File: src/rtl/multicycle_control.sv
// -----------------------------------------------------------------------------
// multicycle_control
//
// Main sequencer of the multi-cycle RV64I core. The block sits between the
// instruction register and the datapath. It fetches instructions over a
// req/ready memory port and decodes the opcode held in IR[6:0]. It then steps
// through the execute, memory and write-back states. In each state it drives
// the datapath mux selects, the write enables and the 2-bit alu_op used by
// alu_control. Illegal opcodes and memory waits that run too long send the
// core to a sticky TRAP state.
//
// Parameters
//   RESET_STATE    state entered on reset; only FETCH (0) is a meaningful value
//   TIMEOUT        number of mem_ready=0 wait cycles allowed in FETCH/LOAD/STORE
//                  before trapping; 0 disables the timeout
//
// Ports
//   clk            in   1  core clock, rising edge
//   rst_n          in   1  asynchronous active-low reset; all outputs 0 while low
//   inst_opcode    in   7  IR[6:0]
//   mem_ready      in   1  memory accepted/completed the current request
//   alu_op         out  2  00 add, 01 sub, 10 funct-derived, 11 branch compare
//   alu_src_a      out  2  0 PC, 1 rs1, 2 old_pc
//   alu_src_b      out  2  0 rs2, 1 immediate, 2 constant 4
//   mem_req        out  1  memory request, held until mem_ready
//   mem_we         out  1  store strobe (qualified by mem_req)
//   iord           out  1  address source: 0 PC, 1 alu_out register
//   ir_write       out  1  latch fetched word into IR and PC into old_pc
//   pc_write       out  1  unconditional PC update
//   pc_write_cond  out  1  PC update when the ALU branch flag is true
//   pc_src         out  1  0 ALU result, 1 alu_out register
//   reg_write      out  1  write rd
//   wb_sel         out  2  0 alu_out, 1 mem data, 2 PC (link), 3 immediate
//   trap           out  1  high in TRAP
//   state          out  4  current state encoding, for debug
// -----------------------------------------------------------------------------
module multicycle_control #(
   parameter logic [3:0] RESET_STATE = 4'd0,
   parameter logic [7:0] TIMEOUT     = 8'd255
) (
   input  logic       clk,
   input  logic       rst_n,
   input  logic [6:0] inst_opcode,
   input  logic       mem_ready,
   output logic [1:0] alu_op,
   output logic [1:0] alu_src_a,
   output logic [1:0] alu_src_b,
   output logic       mem_req,
   output logic       mem_we,
   output logic       iord,
   output logic       ir_write,
   output logic       pc_write,
   output logic       pc_write_cond,
   output logic       pc_src,
   output logic       reg_write,
   output logic [1:0] wb_sel,
   output logic       trap,
   output logic [3:0] state
);

   // ---------------------------------------------------------------------------
   // Encodings
   // ---------------------------------------------------------------------------
   typedef enum logic [3:0] {
      ST_FETCH    = 4'd0,
      ST_DECODE   = 4'd1,
      ST_EXEC_R   = 4'd2,
      ST_EXEC_I   = 4'd3,
      ST_MEM_ADDR = 4'd4,
      ST_LOAD     = 4'd5,
      ST_LOAD_WB  = 4'd6,
      ST_STORE    = 4'd7,
      ST_ALU_WB   = 4'd8,
      ST_BRANCH   = 4'd9,
      ST_JAL      = 4'd10,
      ST_JALR     = 4'd11,
      ST_LUI      = 4'd12,
      ST_AUIPC    = 4'd13,
      ST_TRAP     = 4'd14
   } state_e;

   localparam logic [6:0] OPC_LOAD      = 7'b0000011;
   localparam logic [6:0] OPC_MISC_MEM  = 7'b0001111;
   localparam logic [6:0] OPC_OP_IMM    = 7'b0010011;
   localparam logic [6:0] OPC_AUIPC     = 7'b0010111;
   localparam logic [6:0] OPC_OP_IMM_32 = 7'b0011011;
   localparam logic [6:0] OPC_STORE     = 7'b0100011;
   localparam logic [6:0] OPC_OP        = 7'b0110011;
   localparam logic [6:0] OPC_LUI       = 7'b0110111;
   localparam logic [6:0] OPC_OP_32     = 7'b0111011;
   localparam logic [6:0] OPC_BRANCH    = 7'b1100011;
   localparam logic [6:0] OPC_JALR      = 7'b1100111;
   localparam logic [6:0] OPC_JAL       = 7'b1101111;

   localparam logic [1:0] ALU_ADD    = 2'b00;
   localparam logic [1:0] ALU_FUNCT  = 2'b10;
   localparam logic [1:0] ALU_BRANCH = 2'b11;

   localparam logic [1:0] SRC_A_PC     = 2'd0;
   localparam logic [1:0] SRC_A_RS1    = 2'd1;
   localparam logic [1:0] SRC_A_OLD_PC = 2'd2;

   localparam logic [1:0] SRC_B_RS2    = 2'd0;
   localparam logic [1:0] SRC_B_IMM    = 2'd1;
   localparam logic [1:0] SRC_B_FOUR   = 2'd2;

   localparam logic [1:0] WB_ALU_OUT = 2'd0;
   localparam logic [1:0] WB_MEM     = 2'd1;
   localparam logic [1:0] WB_LINK    = 2'd2;
   localparam logic [1:0] WB_IMM     = 2'd3;

   // The last permitted wait cycle is the one where the counter already holds
   // TIMEOUT-1. With TIMEOUT=0 the check is disabled, so the counter may wrap.
   localparam bit         TIMEOUT_EN   = (TIMEOUT != 8'd0);
   localparam logic [7:0] TIMEOUT_LAST = TIMEOUT - 8'd1;

   // ---------------------------------------------------------------------------
   // State and wait counter
   // ---------------------------------------------------------------------------
   state_e     state_q, state_d;
   logic [7:0] wait_q, wait_d;
   logic       timeout_hit;

   assign timeout_hit = TIMEOUT_EN && (wait_q >= TIMEOUT_LAST);

   // NOTE: sequential state uses non-blocking assignments so every register
   // samples the pre-edge values, whatever order the simulator evaluates them in.
   always_ff @(posedge clk or negedge rst_n) begin
      if (!rst_n) begin
         state_q <= state_e'(RESET_STATE);
         wait_q  <= 8'd0;
      end else begin
         state_q <= state_d;
         wait_q  <= wait_d;
      end
   end

   // ---------------------------------------------------------------------------
   // Next-state logic
   // ---------------------------------------------------------------------------
   // NOTE: every signal gets a default before the case statement. A path that
   // leaves a signal unassigned would otherwise infer a latch.
   always_comb begin
      state_d = state_q;
      wait_d  = 8'd0;            // cleared on any state change
      unique case (state_q)
         ST_FETCH: begin
            if (mem_ready)        state_d = ST_DECODE;
            else if (timeout_hit) state_d = ST_TRAP;
            else                  wait_d  = wait_q + 8'd1;
         end
         ST_DECODE: begin
            unique case (inst_opcode)
               OPC_OP, OPC_OP_32:         state_d = ST_EXEC_R;
               OPC_OP_IMM, OPC_OP_IMM_32: state_d = ST_EXEC_I;
               OPC_LOAD, OPC_STORE:       state_d = ST_MEM_ADDR;
               OPC_BRANCH:                state_d = ST_BRANCH;
               OPC_JAL:                   state_d = ST_JAL;
               OPC_JALR:                  state_d = ST_JALR;
               OPC_LUI:                   state_d = ST_LUI;
               OPC_AUIPC:                 state_d = ST_AUIPC;
               OPC_MISC_MEM:              state_d = ST_FETCH;   // FENCE is a nop
               default:                   state_d = ST_TRAP;
            endcase
         end
         ST_EXEC_R, ST_EXEC_I: state_d = ST_ALU_WB;
         // Loads and stores differ only in IR[5].
         ST_MEM_ADDR: state_d = inst_opcode[5] ? ST_STORE : ST_LOAD;
         ST_LOAD: begin
            if (mem_ready)        state_d = ST_LOAD_WB;
            else if (timeout_hit) state_d = ST_TRAP;
            else                  wait_d  = wait_q + 8'd1;
         end
         ST_STORE: begin
            if (mem_ready)        state_d = ST_FETCH;
            else if (timeout_hit) state_d = ST_TRAP;
            else                  wait_d  = wait_q + 8'd1;
         end
         ST_LOAD_WB, ST_ALU_WB, ST_BRANCH, ST_JAL, ST_JALR, ST_LUI, ST_AUIPC:
            state_d = ST_FETCH;
         ST_TRAP: state_d = ST_TRAP;   // sticky until reset
         default: state_d = ST_TRAP;   // unused encoding 15
      endcase
   end

   // ---------------------------------------------------------------------------
   // Output decode
   // ---------------------------------------------------------------------------
   // The outputs depend only on the state. The one exception is the FETCH
   // completion strobes, which also depend on mem_ready. All outputs are forced
   // to 0 while rst_n is low, so a pending request drops as soon as reset is
   // asserted and does not wait for a clock edge.
   always_comb begin
      alu_op        = ALU_ADD;
      alu_src_a     = SRC_A_PC;
      alu_src_b     = SRC_B_RS2;
      mem_req       = 1'b0;
      mem_we        = 1'b0;
      iord          = 1'b0;
      ir_write      = 1'b0;
      pc_write      = 1'b0;
      pc_write_cond = 1'b0;
      pc_src        = 1'b0;
      reg_write     = 1'b0;
      wb_sel        = WB_ALU_OUT;
      trap          = 1'b0;
      if (rst_n) begin
         unique case (state_q)
            ST_FETCH: begin
               mem_req   = 1'b1;
               alu_src_a = SRC_A_PC;
               alu_src_b = SRC_B_FOUR;
               alu_op    = ALU_ADD;
               // The IR and PC load only on the cycle the fetch completes.
               ir_write  = mem_ready;
               pc_write  = mem_ready;
            end
            ST_DECODE: begin
               // Precompute the branch/jump target (old_pc + imm) into alu_out.
               alu_src_a = SRC_A_OLD_PC;
               alu_src_b = SRC_B_IMM;
               alu_op    = ALU_ADD;
            end
            ST_EXEC_R: begin
               alu_src_a = SRC_A_RS1;
               alu_src_b = SRC_B_RS2;
               alu_op    = ALU_FUNCT;
            end
            ST_EXEC_I: begin
               alu_src_a = SRC_A_RS1;
               alu_src_b = SRC_B_IMM;
               alu_op    = ALU_FUNCT;
            end
            ST_MEM_ADDR: begin
               alu_src_a = SRC_A_RS1;
               alu_src_b = SRC_B_IMM;
               alu_op    = ALU_ADD;
            end
            ST_LOAD: begin
               mem_req = 1'b1;
               iord    = 1'b1;
            end
            ST_LOAD_WB: begin
               reg_write = 1'b1;
               wb_sel    = WB_MEM;
            end
            ST_STORE: begin
               mem_req = 1'b1;
               mem_we  = 1'b1;
               iord    = 1'b1;
            end
            ST_ALU_WB: begin
               reg_write = 1'b1;
               wb_sel    = WB_ALU_OUT;
            end
            ST_BRANCH: begin
               alu_src_a     = SRC_A_RS1;
               alu_src_b     = SRC_B_RS2;
               alu_op        = ALU_BRANCH;
               pc_write_cond = 1'b1;
               pc_src        = 1'b1;   // target computed in DECODE
            end
            ST_JAL: begin
               pc_write  = 1'b1;
               pc_src    = 1'b1;
               reg_write = 1'b1;
               wb_sel    = WB_LINK;
            end
            ST_JALR: begin
               // The datapath clears bit 0 of rs1+imm before loading the PC.
               alu_src_a = SRC_A_RS1;
               alu_src_b = SRC_B_IMM;
               alu_op    = ALU_ADD;
               pc_write  = 1'b1;
               reg_write = 1'b1;
               wb_sel    = WB_LINK;
            end
            ST_LUI: begin
               reg_write = 1'b1;
               wb_sel    = WB_IMM;
            end
            ST_AUIPC: begin
               // old_pc + imm is already in alu_out from DECODE.
               reg_write = 1'b1;
               wb_sel    = WB_ALU_OUT;
            end
            ST_TRAP: trap = 1'b1;
            default: trap = 1'b1;
         endcase
      end
   end

   assign state = rst_n ? state_q : 4'd0;

endmodule

File: config.mk
export PLATFORM = sky130hd
export DESIGN_NAME = multicycle_control
export DESIGN_NICKNAME = d
export VERILOG_FILES = /design/src/rtl/multicycle_control.sv
export SDC_FILE = /design/constraint.sdc
export NUM_CORES = 1
export LEC_CHECK = 0
export CAP_MARGIN = 0
export CORE_UTILIZATION = 46
export DETAILED_ROUTE_END_ITERATION = 8
export HOLD_SLACK_MARGIN = 0.02
export PLACE_DENSITY = 0.79
export REMOVE_ABC_BUFFERS = 1
export SLEW_MARGIN = 10
export SYNTH_ARGS = -nofsm -noshare
export SYNTH_HDL_FRONTEND = slang
export SYNTH_SLANG_ARGS = --single-unit
File: constraint.sdc
create_clock -name clk -period 1.7 [get_ports clk]
set_input_delay 0.34 -clock clk [delete_from_list [all_inputs] [get_ports clk]]
set_output_delay 0.34 -clock clk [all_outputs]
set_load 0.05 [all_outputs]
==> impl_metrics.py, run 1 <==
metrics = {
    "outcome": {
        "status": "stopped before the end",
        "lastStage": "5_1_grt",
        "error": "[ERROR DPL-0038] Utilization greater than 100%, impossible to legalize",
    },
    "die": {
        "die_y_um": 49.3,
        "rows": 16,
        "ios": 31,
        "fp.dieW_um": 49.3,
        "start_util_pct": 50.9,
    },
    "synth": {
        "ys_seq_area_share_pct": 29.2,
        "syn_area_sq_um": 1030,
        "ys_ff_latch": 12,
        "ys_warn_count": 0,
        "syn_inst": 135,
        "yosysUniqueCellTypes": 39,
        "syn_avg_cell_area_sq_um": 7.62,
    },
    "timing": {
        "worst_endpoint_kind": "top-level output",
        "postGrtWorstEndpoint": "pc_write",
    },
    "clock_tree": {
        "h-tree-depth": 1,
        "cts_buffers": 3,
        "root_buffer": "clkbuf_4",
        "cts_sinks": 12,
        "ctsHoldBuffers": 0,
        "clockBufferDepth": 2,
    },
    "placed_design": {
        "hpwl_um": 2830,
        "gp_congestion": 0.780,
        "dp_cells": 212,
        "post-place-ws_ps": -279,
        "port_buffers": 30,
    },
    "global_routing": {
        "grt_max_degree": 16,
    },
}
-- through the flow --
stage / instance area (sq um) / hold WS (ps)
after CTS: 1940 / 295
after detailed placement: 1750 / 497
after global placement: 1750 / 476
after floorplan: 982 / 44.4
-- repair_timing --
action	4_1_cts
endpoints found under the setup margin	24
gates cloned	1
gates resized for setup	33
setup buffers	8
pin swaps	10
-- synthesized netlist by cell type --
cell        n  share of area (%)
mux2_2      1                1.1
a31oi_1     1               0.61
nor4_1      2                1.2
nand3b_1    3                2.2
a2111o_1    1                1.1
nor3b_1     3                2.2
buf_1       1               0.36
o2111ai_1   1               0.85
inv_1       4                1.5
buf_4       1               0.73
ha_1        2                2.4
a32oi_1     1               0.85
buf_2       4                1.9
dfrtp_1    12                 29
nand4_2     1                1.2
and3_2      1               0.73
xnor2_1     3                2.6
xor2_1      4                3.4
or3b_1      1               0.85
a211o_1     1               0.85
clkbuf_1    4                1.5
a21oi_1     5                2.4
nor3_1      6                2.9
and3_1      1               0.61
nand3_1     5                2.4
nor2_1     22                8.0
nor2b_1     4                2.4
o21a_1      3                2.2
nand2_1     8                2.9
nor3_2      1               0.97
mux2i_1     1               0.97
or3_1       1               0.61
nand2b_1    4                2.4
a21boi_0    1               0.73
o211ai_1    4                2.9
and2_1      7                4.3
a21o_1      2                1.5
o21ai_0     6                2.9
o31ai_1     2                1.5
-- logic make-up after synthesis --
family          after synthesis  synth area share [%]
simple gates                 70                  36.0
fa+ha+maj                     2                  2.43
xor+xnor                      7                  5.96
flops                        12                  29.2
buf+inv                      14                  5.96
compound gates               28                  18.4
mux                           2                  2.07
==> run 2, diff against run 1 <==
CORE_AREA = 2 2 63 65   (was not set)
CORE_UTILIZATION = not set   (was 46)
DIE_AREA = 0 0 65 67   (was not set)
HOLD_SLACK_MARGIN = not set   (was 0.02)
PLACE_DENSITY = not set   (was 0.79)
PLACE_DENSITY_LB_ADDON = 0.15   (was not set)
==> impl_metrics.py, run 2 <==
metrics = {
    "synth": {
        "yosys.area.top_type": "dfrtp_1",
        "yosysMostFrequentCell": "nor2_1",
        "synth_edf_count": 0,
        "synth.top_cell.area_share_pct": 29.2,
        "ys_ff_latch": 12,
        "yosysUniqueCellTypes": 39,
        "ys_seq_area_share_pct": 29.2,
        "synth_ff_type": "dfrtp_1",
        "synth.area.top_cells": "dfrtp_1 (29%), nor2_1 (8.0%), and2_1 (4.3%)",
        "ys_warn_count": 0,
        "synthArstFlopShare_pct": 100,
        "syn_inst": 135,
        "syn_avg_cell_area_sq_um": 7.62,
        "syn_area_sq_um": 1030,
        "synth_commonest_cells": "nor2_1 (22), dfrtp_1 (12), nand2_1 (8)",
    },
    "clock_tree": {
        "cts_buffers": 3,
        "ctsHoldBuffers": 0,
        "cts_sinks": 12,
        "insertion_delay_ps": 240,
        "root_buffer": "clkbuf_8",
        "clockBufferDepth": 2,
        "h-tree-depth": 1,
        "tritoncts": "yes",
        "clk_pin_slew_ps": 50,
    },
    "worst_setup_path": {
        "crit_chain": "or3_1 > a21oi_2 > and2_4 > buf_12",
        "critPathLaunch": "state_q[0]",
        "slowest_stage": "dfrtp_2",
        "crit_path_end_kind": "output port",
        "required_ps": 1360,
        "cp_max_fo": 5,
        "cp_data_arrival_time_ps": 1600,
        "worstSetupPathType": "register to output port",
        "start_kind": "register",
        "crit_path_max_incr_delay_ps": 460,
        "r2r_start": "state_q[0]",
    },
    "cells_and_area": {
        "largest_register_ff_count": 8,
        "layout_commonest_cell": "buf_4",
        "syn_to_final_growth_pct": 104,
        "layout_common_cells": "buf_4 (36), buf_12 (21), nor2_1 (19)",
        "drive_gt1_share_pct": 48.0,
        "fin_nets": 215,
        "top_regs": "wait_q: 8 flops, state_q: 4 flops",
        "antenna_cells": 0,
        "postLayoutCellArea_sq_um": 2100,
        "regMostFlops": "wait_q",
        "fin_cells": 250,
        "fin_util_pct": 58.2,
    },
    "placed_design": {
        "hpwl_um": 2320,
        "place_area_sq_um": 1790,
        "dp_cells": 234,
        "gp_congestion": 0.725,
        "post-place-ws_ps": -193,
        "port_buffers": 30,
    },
    "drt": {
        "antenna_left": 0,
        "via_count": 1202,
        "via_per_inst": 4.81,
        "firstDrtPassIters": 4,
        "wl_per_cell_um": 12.6,
        "drt_wl_total_um": 3140,
        "drt_iter0_markers": 35,
        "drc": 0,
    },
    "timing": {
        "fin_ws_ps": -240,
        "relSlewSlack_pct": 74.3,
        "period_share_pct": 114,
        "post-route-min-period_ps": 1940,
        "tightest_slew_ps": 382,
        "hold_viol": 0,
        "skew_ps": 2.80,
        "rsz0062_at_grt": "true",
        "fmax_mhz": 515,
        "setup_viol_count_final": 18,
        "holdWs_ps": 452,
        "tns_ps": -2250,
        "slew_violations": 0,
    },
    "die": {
        "fp.dieW_um": 65,
        "rows": 22,
        "dieArea_sq_um": 4360,
        "die_y_um": 67,
        "start_util_pct": 28.5,
        "fp.coreArea_sq_um": 3610,
        "ios": 31,
    },
    "global_routing": {
        "grt_max_degree": 14,
        "grtUsageTotal_pct": 14.8,
        "overflow": 0,
        "antenna_found_initial": 0,
        "grt_pass1_wl_um": 5070,
        "grt_pass1_vias": 1177,
    },
    "power": {
        "p_leak_nw": 0.907,
        "power.total_mw": 2.98,
        "power_density_nw_per_um2": 1420,
        "peakVddDrop_mv": 0.746,
    },
    "outcome": {
        "status": "finished with violations",
        "violations": "negative setup slack",
    },
    "flow_run": {
        "max-cap-violations": 0,
    },
    "min_path": {
        "hold_class": "input pin to asynchronous set/reset pin",
    },
}
[run 2: cell counts after synthesis]
No cell type changed its count.
[run 2: critical path: cells and delay by family, from the launching register on]
| kind | cells | cell delay [ps] |
|---|---|---|
| AOI/OAI and AO/OA | 1 | 190 |
| DFF | 1 | 460 |
| and+or+nand+nor | 2 | 570 |
| buffers and inverters | 1 | 130 |
[run 2: area by class of cell]
type | instances | area (sq um)
clock buffer | 4 | 55.1
fill | 292 | 1510
inverter | 4 | 15.0
multi-input combinational | 109 | 776
sequential | 12 | 305
tap | 48 | 60.1
timing repair buffer | 73 | 886
[run 2: cells by family (layout without fill, tap and decap cells)]
group / after synthesis / count (layout) / synth area share, %
XOR/XNOR: 7 / 7 / 5.96
AND/OR/NAND/NOR: 70 / 70 / 36.0
multiplexers: 2 / 2 / 2.07
flip-flops: 12 / 12 / 29.2
AO/OA/AOI/OAI: 28 / 28 / 18.4
buffers and inverters: 14 / 81 / 5.96
adder cells (fa/ha/maj): 2 / 2 / 2.43
[run 2: final timing paths]
kind | to | slack, ps | cells past startpoint
setup / recovery | mem_req | -240 | 4
hold / removal | wait_q[5] | 450 | 3
setup reg to reg | wait_q[7] | 100 | 6
hold reg to reg | wait_q[0] | 490 | 1
max in group asynchronous | state_q[2] | 1080 | 3
min in group clk | wait_q[0] | 490 | 1
[run 2: per-layer routing]
layer | part of all wire (%) | track usage [%]
met1 | 43 | 16.9
met2 | 51 | 26.4
met3 | 4.4 | 3.72
met4 | 1.5 | 5.59
met5 | 0 | 0
[run 2: where the power goes]
part           switching (mW)  internal, mW  leakage, nW
logic                    1.06          1.18        0.721
registers              0.0956         0.348        0.157
clock network           0.103         0.204       0.0288
[run 2: repair_timing]
item | in CTS | in global routing
resized for setup | 32 | 11
endpoints found under the setup margin | 20 | 19
setup buffers | 8 | 3
gates cloned | 0 | 1
pin swaps | 8 | 8
(Power assumes the default switching activity.)
